<file path="config.mk">
export PLATFORM = sky130hd
export DESIGN_NAME = aes_dec_wb_flat
export DESIGN_NICKNAME = d
export VERILOG_FILES = /design/src/rtl/aes_dec_wb_if.sv /design/src/rtl/aes_dec_wb.sv /design/src/flat_wrapper.sv
export SDC_FILE = /design/constraint.sdc
export NUM_CORES = 1
export LEC_CHECK = 0
export CORE_MARGIN = 2
export CORE_UTILIZATION = 50
export CTS_CLUSTER_DIAMETER = 200
export DETAILED_ROUTE_END_ITERATION = 8
export DONT_BUFFER_PORTS = 1
export PLACE_DENSITY = 0.8
export SYNTH_ARGS = -nofsm -noshare
export SYNTH_HDL_FRONTEND = slang
export SYNTH_SLANG_ARGS = --single-unit
</file>
<file path="constraint.sdc">
create_clock -name wb_clk_i -period 14.5 [get_ports wb_clk_i]
set_input_delay 2.175 -clock wb_clk_i [delete_from_list [all_inputs] [get_ports wb_clk_i]]
set_output_delay 2.175 -clock wb_clk_i [all_outputs]
set_load 0.02 [all_outputs]
</file>
<file path="src/rtl/aes_dec_wb_if.sv">
// aes_dec_wb_if: WISHBONE classic slave bus bundle for the AES-128 decrypt front-end.
// The master modport is the bus initiator; the slave modport is aes_dec_wb.
interface aes_dec_wb_if;
    logic [31:0] wb_dat_i;
    logic [31:0] wb_dat_o;
    logic [7:0]  wb_adr_i;
    logic [3:0]  wb_sel_i;
    logic        wb_we_i;
    logic        wb_cyc_i;
    logic        wb_stb_i;
    logic        wb_ack_o;

    modport master (
        output wb_dat_i, wb_adr_i, wb_sel_i, wb_we_i, wb_cyc_i, wb_stb_i,
        input  wb_dat_o, wb_ack_o
    );

    modport slave (
        input  wb_dat_i, wb_adr_i, wb_sel_i, wb_we_i, wb_cyc_i, wb_stb_i,
        output wb_dat_o, wb_ack_o
    );
endinterface

</file>
<file path="src/rtl/aes_dec_wb.sv">
// aes_dec_wb: WISHBONE register front-end for the AES-128 inverse cipher core.
// Software loads CT/KEY words, sets START; the block runs key expansion when the
// stored key has not been expanded yet, pulses the core's text load, then captures
// the plaintext on the core's done strobe (or flags ERR after a timeout).
// Optional feature macro: AES_DEC_IRQ_EN adds the irq_o port and the CTRL IRQ_EN bit.
module aes_dec_wb #(
    parameter int KEXP_CYCLES = 12,
    parameter int TMO_CYCLES  = 64
) (
    input  logic         wb_clk_i,
    input  logic         wb_rst_i,
    aes_dec_wb_if.slave  wb,
    output logic [127:0] key_o,
    output logic [127:0] ciphertext_o,
    input  logic [127:0] plaintext_i,
    output logic         kld_o,
    output logic         ld_o,
    input  logic         dec_done_i
`ifdef AES_DEC_IRQ_EN
    ,
    output logic         irq_o
`endif
);

    // Counter is wide enough for both KEXP_CYCLES and TMO_CYCLES up to 255.
    localparam int CNT_W = 8;

    typedef enum logic [1:0] {
        IDLE,
        KEXP,
        LOAD,
        BUSY
    } stateT;

    stateT              r_state;
    stateT              w_nextState;
    logic [CNT_W-1:0]   r_cnt;

    logic               r_ack;
    logic [31:0]        r_datO;
    logic [31:0]        r_ct  [4];
    logic [31:0]        r_key [4];
    logic [31:0]        r_pt  [4];
    logic               r_startReq;
    logic               r_done;
    logic               r_err;
    logic               r_keyValid;
`ifdef AES_DEC_IRQ_EN
    logic               r_irqEn;
    logic               r_irq;
`endif

    logic               w_access;
    logic               w_wr;
    logic [5:0]         w_regIdx;
    logic               w_busy;
    logic               w_ctWr;
    logic               w_keyWr;
    logic               w_ctrlWr;
    logic               w_startWr;
    logic               w_keyNewWr;
    logic               w_statWr;
    logic [31:0]        w_rdData;
    logic               w_kld;
    logic               w_ld;
    logic               w_kexpDone;
    logic               w_capture;
    logic               w_timeout;
    logic               w_unusedAdr;

    assign w_access    = wb.wb_cyc_i & wb.wb_stb_i & ~r_ack;
    assign w_wr        = w_access & wb.wb_we_i;
    assign w_regIdx    = wb.wb_adr_i[7:2];
    assign w_unusedAdr = &{1'b0, wb.wb_adr_i[1:0]};
    assign w_busy      = (r_state != IDLE);

    // Core inputs must stay stable while an operation runs, so CT/KEY writes are dropped when busy.
    assign w_ctWr      = w_wr & (w_regIdx[5:2] == 4'd0) & ~w_busy;
    assign w_keyWr     = w_wr & (w_regIdx[5:2] == 4'd1) & ~w_busy;
    assign w_ctrlWr    = w_wr & (w_regIdx == 6'd12) & wb.wb_sel_i[0];
    assign w_startWr   = w_ctrlWr & wb.wb_dat_i[0] & ~w_busy;
    assign w_keyNewWr  = w_ctrlWr & wb.wb_dat_i[1];
    assign w_statWr    = w_wr & (w_regIdx == 6'd13) & wb.wb_sel_i[0];

    assign key_o        = {r_key[0], r_key[1], r_key[2], r_key[3]};
    assign ciphertext_o = {r_ct[0], r_ct[1], r_ct[2], r_ct[3]};
    assign kld_o        = w_kld;
    assign ld_o         = w_ld;
    assign wb.wb_ack_o  = r_ack;
    assign wb.wb_dat_o  = r_datO;
`ifdef AES_DEC_IRQ_EN
    assign irq_o        = r_irq;
`endif

    // Register read multiplexer; unmapped offsets read as zero.
    always_comb begin
        w_rdData = 32'h0;
        if (w_regIdx[5:2] == 4'd0) begin
            w_rdData = r_ct[w_regIdx[1:0]];
        end else if (w_regIdx[5:2] == 4'd1) begin
            w_rdData = r_key[w_regIdx[1:0]];
        end else if (w_regIdx[5:2] == 4'd2) begin
            w_rdData = r_pt[w_regIdx[1:0]];
        end else if (w_regIdx == 6'd12) begin
`ifdef AES_DEC_IRQ_EN
            w_rdData = {29'h0, r_irqEn, 2'b00};
`else
            w_rdData = 32'h0;
`endif
        end else if (w_regIdx == 6'd13) begin
            w_rdData = {28'h0, r_err, r_keyValid, r_done, w_busy};
        end
    end

    // Registered acknowledge: one ack cycle per access, read data presented alongside it.
    always_ff @(posedge wb_clk_i or posedge wb_rst_i) begin
        if (wb_rst_i) begin
            r_ack  <= 1'b0;
            r_datO <= 32'h0;
        end else begin
            r_ack  <= w_access;
            r_datO <= (w_access && !wb.wb_we_i) ? w_rdData : 32'h0;
        end
    end

    // Byte-enabled CT/KEY storage and plaintext capture from the core.
    always_ff @(posedge wb_clk_i or posedge wb_rst_i) begin
        if (wb_rst_i) begin
            for (int i = 0; i < 4; i++) begin
                r_ct[i]  <= 32'h0;
                r_key[i] <= 32'h0;
                r_pt[i]  <= 32'h0;
            end
        end else begin
            for (int b = 0; b < 4; b++) begin
                if (w_ctWr && wb.wb_sel_i[b]) begin
                    r_ct[w_regIdx[1:0]][8*b +: 8] <= wb.wb_dat_i[8*b +: 8];
                end
                if (w_keyWr && wb.wb_sel_i[b]) begin
                    r_key[w_regIdx[1:0]][8*b +: 8] <= wb.wb_dat_i[8*b +: 8];
                end
            end
            if (w_capture) begin
                r_pt[0] <= plaintext_i[127:96];
                r_pt[1] <= plaintext_i[95:64];
                r_pt[2] <= plaintext_i[63:32];
                r_pt[3] <= plaintext_i[31:0];
            end
        end
    end

    // Control/status flags: START request pulse, sticky DONE/ERR with W1C, KEY_VALID tracking.
    always_ff @(posedge wb_clk_i or posedge wb_rst_i) begin
        if (wb_rst_i) begin
            r_startReq <= 1'b0;
            r_done     <= 1'b0;
            r_err      <= 1'b0;
            r_keyValid <= 1'b0;
        end else begin
            r_startReq <= w_startWr;
            if (w_capture) begin
                r_done <= 1'b1;
            end else if (w_startWr || (w_statWr && wb.wb_dat_i[1])) begin
                r_done <= 1'b0;
            end
            if (w_timeout) begin
                r_err <= 1'b1;
            end else if (w_startWr || (w_statWr && wb.wb_dat_i[3])) begin
                r_err <= 1'b0;
            end
            if (w_keyNewWr || w_keyWr) begin
                r_keyValid <= 1'b0;
            end else if (w_kexpDone) begin
                r_keyValid <= 1'b1;
            end
        end
    end

`ifdef AES_DEC_IRQ_EN
    // Interrupt enable bit and registered interrupt request from DONE/ERR.
    always_ff @(posedge wb_clk_i or posedge wb_rst_i) begin
        if (wb_rst_i) begin
            r_irqEn <= 1'b0;
            r_irq   <= 1'b0;
        end else begin
            if (w_ctrlWr) begin
                r_irqEn <= wb.wb_dat_i[2];
            end
            r_irq <= r_irqEn & (r_done | r_err);
        end
    end
`endif

    // FSM state register.
    always_ff @(posedge wb_clk_i or posedge wb_rst_i) begin
        if (wb_rst_i) begin
            r_state <= IDLE;
        end else begin
            r_state <= w_nextState;
        end
    end

    // Per-state cycle counter, restarted on every state change.
    always_ff @(posedge wb_clk_i or posedge wb_rst_i) begin
        if (wb_rst_i) begin
            r_cnt <= '0;
        end else if (r_state != w_nextState) begin
            r_cnt <= '0;
        end else begin
            r_cnt <= r_cnt + 1'b1;
        end
    end

    // FSM next-state and pulse outputs; pulses decode the state so reset drops them at once.
    always_comb begin
        w_nextState = r_state;
        w_kld       = 1'b0;
        w_ld        = 1'b0;
        w_kexpDone  = 1'b0;
        w_capture   = 1'b0;
        w_timeout   = 1'b0;
        case (r_state)
            IDLE: begin
                if (r_startReq) begin
                    w_nextState = r_keyValid ? LOAD : KEXP;
                end
            end
            KEXP: begin
                w_kld = (r_cnt == '0);
                if (r_cnt == CNT_W'(KEXP_CYCLES)) begin
                    w_kexpDone  = 1'b1;
                    w_nextState = LOAD;
                end
            end
            LOAD: begin
                w_ld        = 1'b1;
                w_nextState = BUSY;
            end
            BUSY: begin
                if (dec_done_i) begin
                    w_capture   = 1'b1;
                    w_nextState = IDLE;
                end else if (r_cnt == CNT_W'(TMO_CYCLES - 1)) begin
                    w_timeout   = 1'b1;
                    w_nextState = IDLE;
                end
            end
            default: w_nextState = IDLE;
        endcase
    end

endmodule

</file>
<file path="src/flat_wrapper.sv">
// flat-port wrapper written by rule: the top's interface ports become plain ports
module aes_dec_wb_flat 
#(
    parameter int KEXP_CYCLES = 12,
    parameter int TMO_CYCLES  = 64
)
  (wb_clk_i, wb_rst_i, key_o, ciphertext_o, plaintext_i, kld_o, ld_o, dec_done_i, wb_wb_dat_i, wb_wb_adr_i, wb_wb_sel_i, wb_wb_we_i, wb_wb_cyc_i, wb_wb_stb_i, wb_wb_dat_o, wb_wb_ack_o);
  aes_dec_wb_if wb_i ();
  input  logic wb_clk_i;
  input  logic wb_rst_i;
  output logic [127:0] key_o;
  output logic [127:0] ciphertext_o;
  input  logic [127:0] plaintext_i;
  output logic kld_o;
  output logic ld_o;
  input  logic dec_done_i;
  input wire logic [$bits(wb_i.wb_dat_i)-1:0] wb_wb_dat_i;
  input wire logic [$bits(wb_i.wb_adr_i)-1:0] wb_wb_adr_i;
  input wire logic [$bits(wb_i.wb_sel_i)-1:0] wb_wb_sel_i;
  input wire logic [$bits(wb_i.wb_we_i)-1:0] wb_wb_we_i;
  input wire logic [$bits(wb_i.wb_cyc_i)-1:0] wb_wb_cyc_i;
  input wire logic [$bits(wb_i.wb_stb_i)-1:0] wb_wb_stb_i;
  output wire logic [$bits(wb_i.wb_dat_o)-1:0] wb_wb_dat_o;
  output wire logic [$bits(wb_i.wb_ack_o)-1:0] wb_wb_ack_o;
  assign wb_i.wb_dat_i = wb_wb_dat_i;
  assign wb_i.wb_adr_i = wb_wb_adr_i;
  assign wb_i.wb_sel_i = wb_wb_sel_i;
  assign wb_i.wb_we_i = wb_wb_we_i;
  assign wb_i.wb_cyc_i = wb_wb_cyc_i;
  assign wb_i.wb_stb_i = wb_wb_stb_i;
  assign wb_wb_dat_o = wb_i.wb_dat_o;
  assign wb_wb_ack_o = wb_i.wb_ack_o;
  aes_dec_wb #(.KEXP_CYCLES(KEXP_CYCLES), .TMO_CYCLES(TMO_CYCLES)) u_core (.wb_clk_i(wb_clk_i), .wb_rst_i(wb_rst_i), .wb(wb_i), .key_o(key_o), .ciphertext_o(ciphertext_o), .plaintext_i(plaintext_i), .kld_o(kld_o), .ld_o(ld_o), .dec_done_i(dec_done_i));
endmodule
</file>
==> impl_metrics.env <==
export IMPL_clock_sinks=431
export IMPL_path_cells="inv_1 > ha_1 > nand4bb_1 > nor4b_1 > buf_2"
export IMPL_track_usage_pct=26.69
export IMPL_ir_drop_mv=0.09652
export IMPL_drive_gt1_share_pct=45.81
export IMPL_hold_viol=0
export IMPL_start_util_pct=50.84
export IMPL_fp_dieW_um=199.9
export IMPL_dpl_cell_count=1670
export IMPL_cts_setup_buffers=0
export IMPL_finalInstanceArea_sq_um=21080
export IMPL_setup_worst_path_start_class="flip-flop"
export IMPL_fmax_mhz=238.4
export IMPL_clockRootBuffer="clkbuf_16"
export IMPL_p_sw_share_pct=25.07
export IMPL_core_area_sq_um=37760
export IMPL_crit_arrival_ns=2.02
export IMPL_numCtsBuffers=45
export IMPL_hold_ws_ns=0.5018
export IMPL_dp_hpwl_mm=37.98
export IMPL_ant_nets=0
export IMPL_p_leak_nw=9.598
export IMPL_max_slew_margin_pct=25.96
export IMPL_synth_edf_count=0
export IMPL_async_reset_ff_share_pct=100.0
export IMPL_netlist_area_sq_um=19190
export IMPL_p_switching_w=0.0007991
export IMPL_fp_dieArea_sq_um=39970
export IMPL_syn_instance_count=1222
export IMPL_tightest_slew_ns=1.111
export IMPL_hold_buffers=0
export IMPL_grt_ovfl_total=0
export IMPL_status="finished, final reports clean"
export IMPL_p_comb_share_pct=13.9
export IMPL_setup_tns_ns=0
export IMPL_ys_ff_latch=431
export IMPL_core_rowCount=71
export IMPL_preCtsSetupSlack_ns=9.738
export IMPL_drt_first_pass_iters=5
export IMPL_grt_max_degree=130
export IMPL_worstHoldPathType="flip-flop to flip-flop"
export IMPL_synth_fp_nets=1402
export IMPL_path_max_fanout=5
export IMPL_finalNetCount=1386
export IMPL_worstSetupPathType="flip-flop to primary output"
export IMPL_setup_viol=0
export IMPL_drv_slew=0
export IMPL_clk_latency_ns=0.58
export IMPL_ys_flop_type="dfrtp_1"
export IMPL_worst_slack_ns=10.30
export IMPL_rsz0062_at_grt="false"
export IMPL_cts_resized=0
export IMPL_powerDensity_nw_per_um2=151.2
export IMPL_vias=11150
export IMPL_drt_total_wl_mm=53.88
export IMPL_crit_path_end_kind="primary output"
export IMPL_cp_slowest_stage_delay_ns=0.42
export IMPL_gp_congestion=0.8606
export IMPL_cp_slowest_cell="dfrtp_1"
export IMPL_synth_area_per_cell_sq_um=15.71
export IMPL_clk_pin_slew_ns=0.06
export IMPL_die_h_um=199.9
export IMPL_period_needed_ns=4.195
export IMPL_worstPathRequired_ns=12.32
export IMPL_antenna_found_initial=2
export IMPL_yosys_cell_types_count=53
export IMPL_clk_path_buf_depth=3
export IMPL_cts_tree="built"
export IMPL_p_int_w=0.002389
export IMPL_port_buffers=0
export IMPL_maxCapViolations=0
export IMPL_timing_reg2reg_setup_slack_ns=11.33
export IMPL_htree_levels=2
export IMPL_syn_to_final_growth_pct=9.836
export IMPL_viasPerCell=6.364
export IMPL_placed_cell_area_sq_um=19540
export IMPL_min_period_over_period_pct=28.93
export IMPL_yosysSeqAreaShare_pct=56.19
export IMPL_fin_cells=1752
export IMPL_p_seq_share_pct=48.7
export IMPL_grt_pass1_wl_mm=77.80
export IMPL_yosys_warnings=0
export IMPL_drc_errors=0
export IMPL_drt_initial_drc_count=690
export IMPL_wl_per_cell_um=30.75
export IMPL_skew_ns=0.02898
export IMPL_io_pins=469
export IMPL_clock_power_share_pct=37.5
export IMPL_grt_pass1_vias=11860
worst max-delay path, delay by kind of cell, from the launching register on:
family,cells,cell delay [ns]
DFF,1,0.42
buffers and inverters,2,0.33
and+or+nand+nor,2,0.56
adders and majority gates,1,0.15
per-stage QoR:
step | utilization [%] | total power [W]
5_1_grt | 55.84 | 0.003313
6_report | 55.84 | 0.003188
3_3_place_gp | 51.76 | 0.001982
2_1_floorplan | - | 0.001904
3_5_place_dp | 51.76 | 0.002014
4_1_cts | 55.83 | 0.003210
final timing paths:
| path | from | end | cells past startpoint |
|---|---|---|---|
| max | u_core.r_cnt[0] | kld_o | 5 |
| min | u_core.r_pt[35] | u_core.r_pt[35] | 1 |
| max reg2reg | u_core.wb.wb_ack_o | u_core.key_o[55] | 4 |
| min reg2reg | u_core.r_pt[35] | u_core.r_pt[35] | 1 |
| max in group asynchronous | wb_rst_i | u_core.key_o[23] | 3 |
| min in group asynchronous | wb_rst_i | u_core.key_o[2] | 1 |
sequential cells by signal (all words and copies together), names as in the netlist, 2 cells and up:
signal               cells
u_core.wb.wb_dat_o      32
u_core.r_pt            128
u_core.r_cnt             8
u_core.r_state           2
u_core.ciphertext_o    128
u_core.key_o           128
power by group through the flow:
stage	Sequential (W)	Combinational (W)	Clock, W
after floorplan	0.00152	0.000387	0
after global placement	0.00156	0.000426	0
after detailed placement	0.00157	0.000443	0
after CTS	0.00155	0.000448	0.00121
after global routing	0.00158	0.000479	0.00126
final	0.00155	0.000442	0.00119
layer usage:
metal / vias to the layer above / track usage (%) / share of wire [%]
li1: 4577 / - / -
met1: 5967 / 33.20 / 38
met2: 497 / 43.29 / 49
met3: 107 / 10.30 / 10
met4: 2 / 8.395 / 2.7
met5: - / 0 / 0.028
layout by cell type, fill, tap and decap left out, types with 6 or more instances in the layout:
cell type / count
nand2_1: 11
nor2_1: 11
dfrtp_1: 431
buf_4: 10
mux2_1: 24
o22ai_1: 27
clkbuf_1: 8
o21ai_0: 6
nand3_1: 10
clkbuf_8: 10
nor2_2: 9
mux2_2: 360
and3_1: 14
mux2i_1: 8
inv_1: 8
clkinv_2: 8
nor3_1: 38
clkbuf_16: 47
a21oi_1: 33
mux4_2: 92
kinds of logic after synthesis:
logic type	Yosys count	synth area share, %
compound gates	83	2.647
xor+xnor	7	0.3194
fa+ha+maj	2	0.1303
buf+inv	83	2.210
flops	431	56.19
mux	484	33.74
simple gates	132	4.765
layout make-up:
type                       instances  area (sq um)
antenna                            1         2.502
clock buffer                      65          1344
clock inverter                    16         193.9
fill                            2918         16670
inverter                           9         41.29
multi-input combinational        708          7996
sequential                       431         10790
tap                              511         639.4
timing repair buffer              11         80.08
Yosys cell counts, types with 6 or more instances:
master	instances	area [sq um]
a21oi_1	33	165.2
and3_1	15	93.84
buf_1	6	22.52
buf_2	21	105.1
buf_4	8	60.06
buf_6	6	67.56
clkbuf_1	31	116.4
dfrtp_1	431	10790
inv_1	9	33.78
mux2_1	24	270.3
mux2_2	360	4054
mux2i_1	8	80.08
mux4_2	92	2072
nand2_1	11	41.29
nand3_1	10	50.05
nor2_1	11	41.29
nor2_2	9	56.30
nor3_1	38	190.2
o21ai_0	6	30.03
o22ai_1	27	168.9
Note: power is estimated with default switching activity, not from simulation.
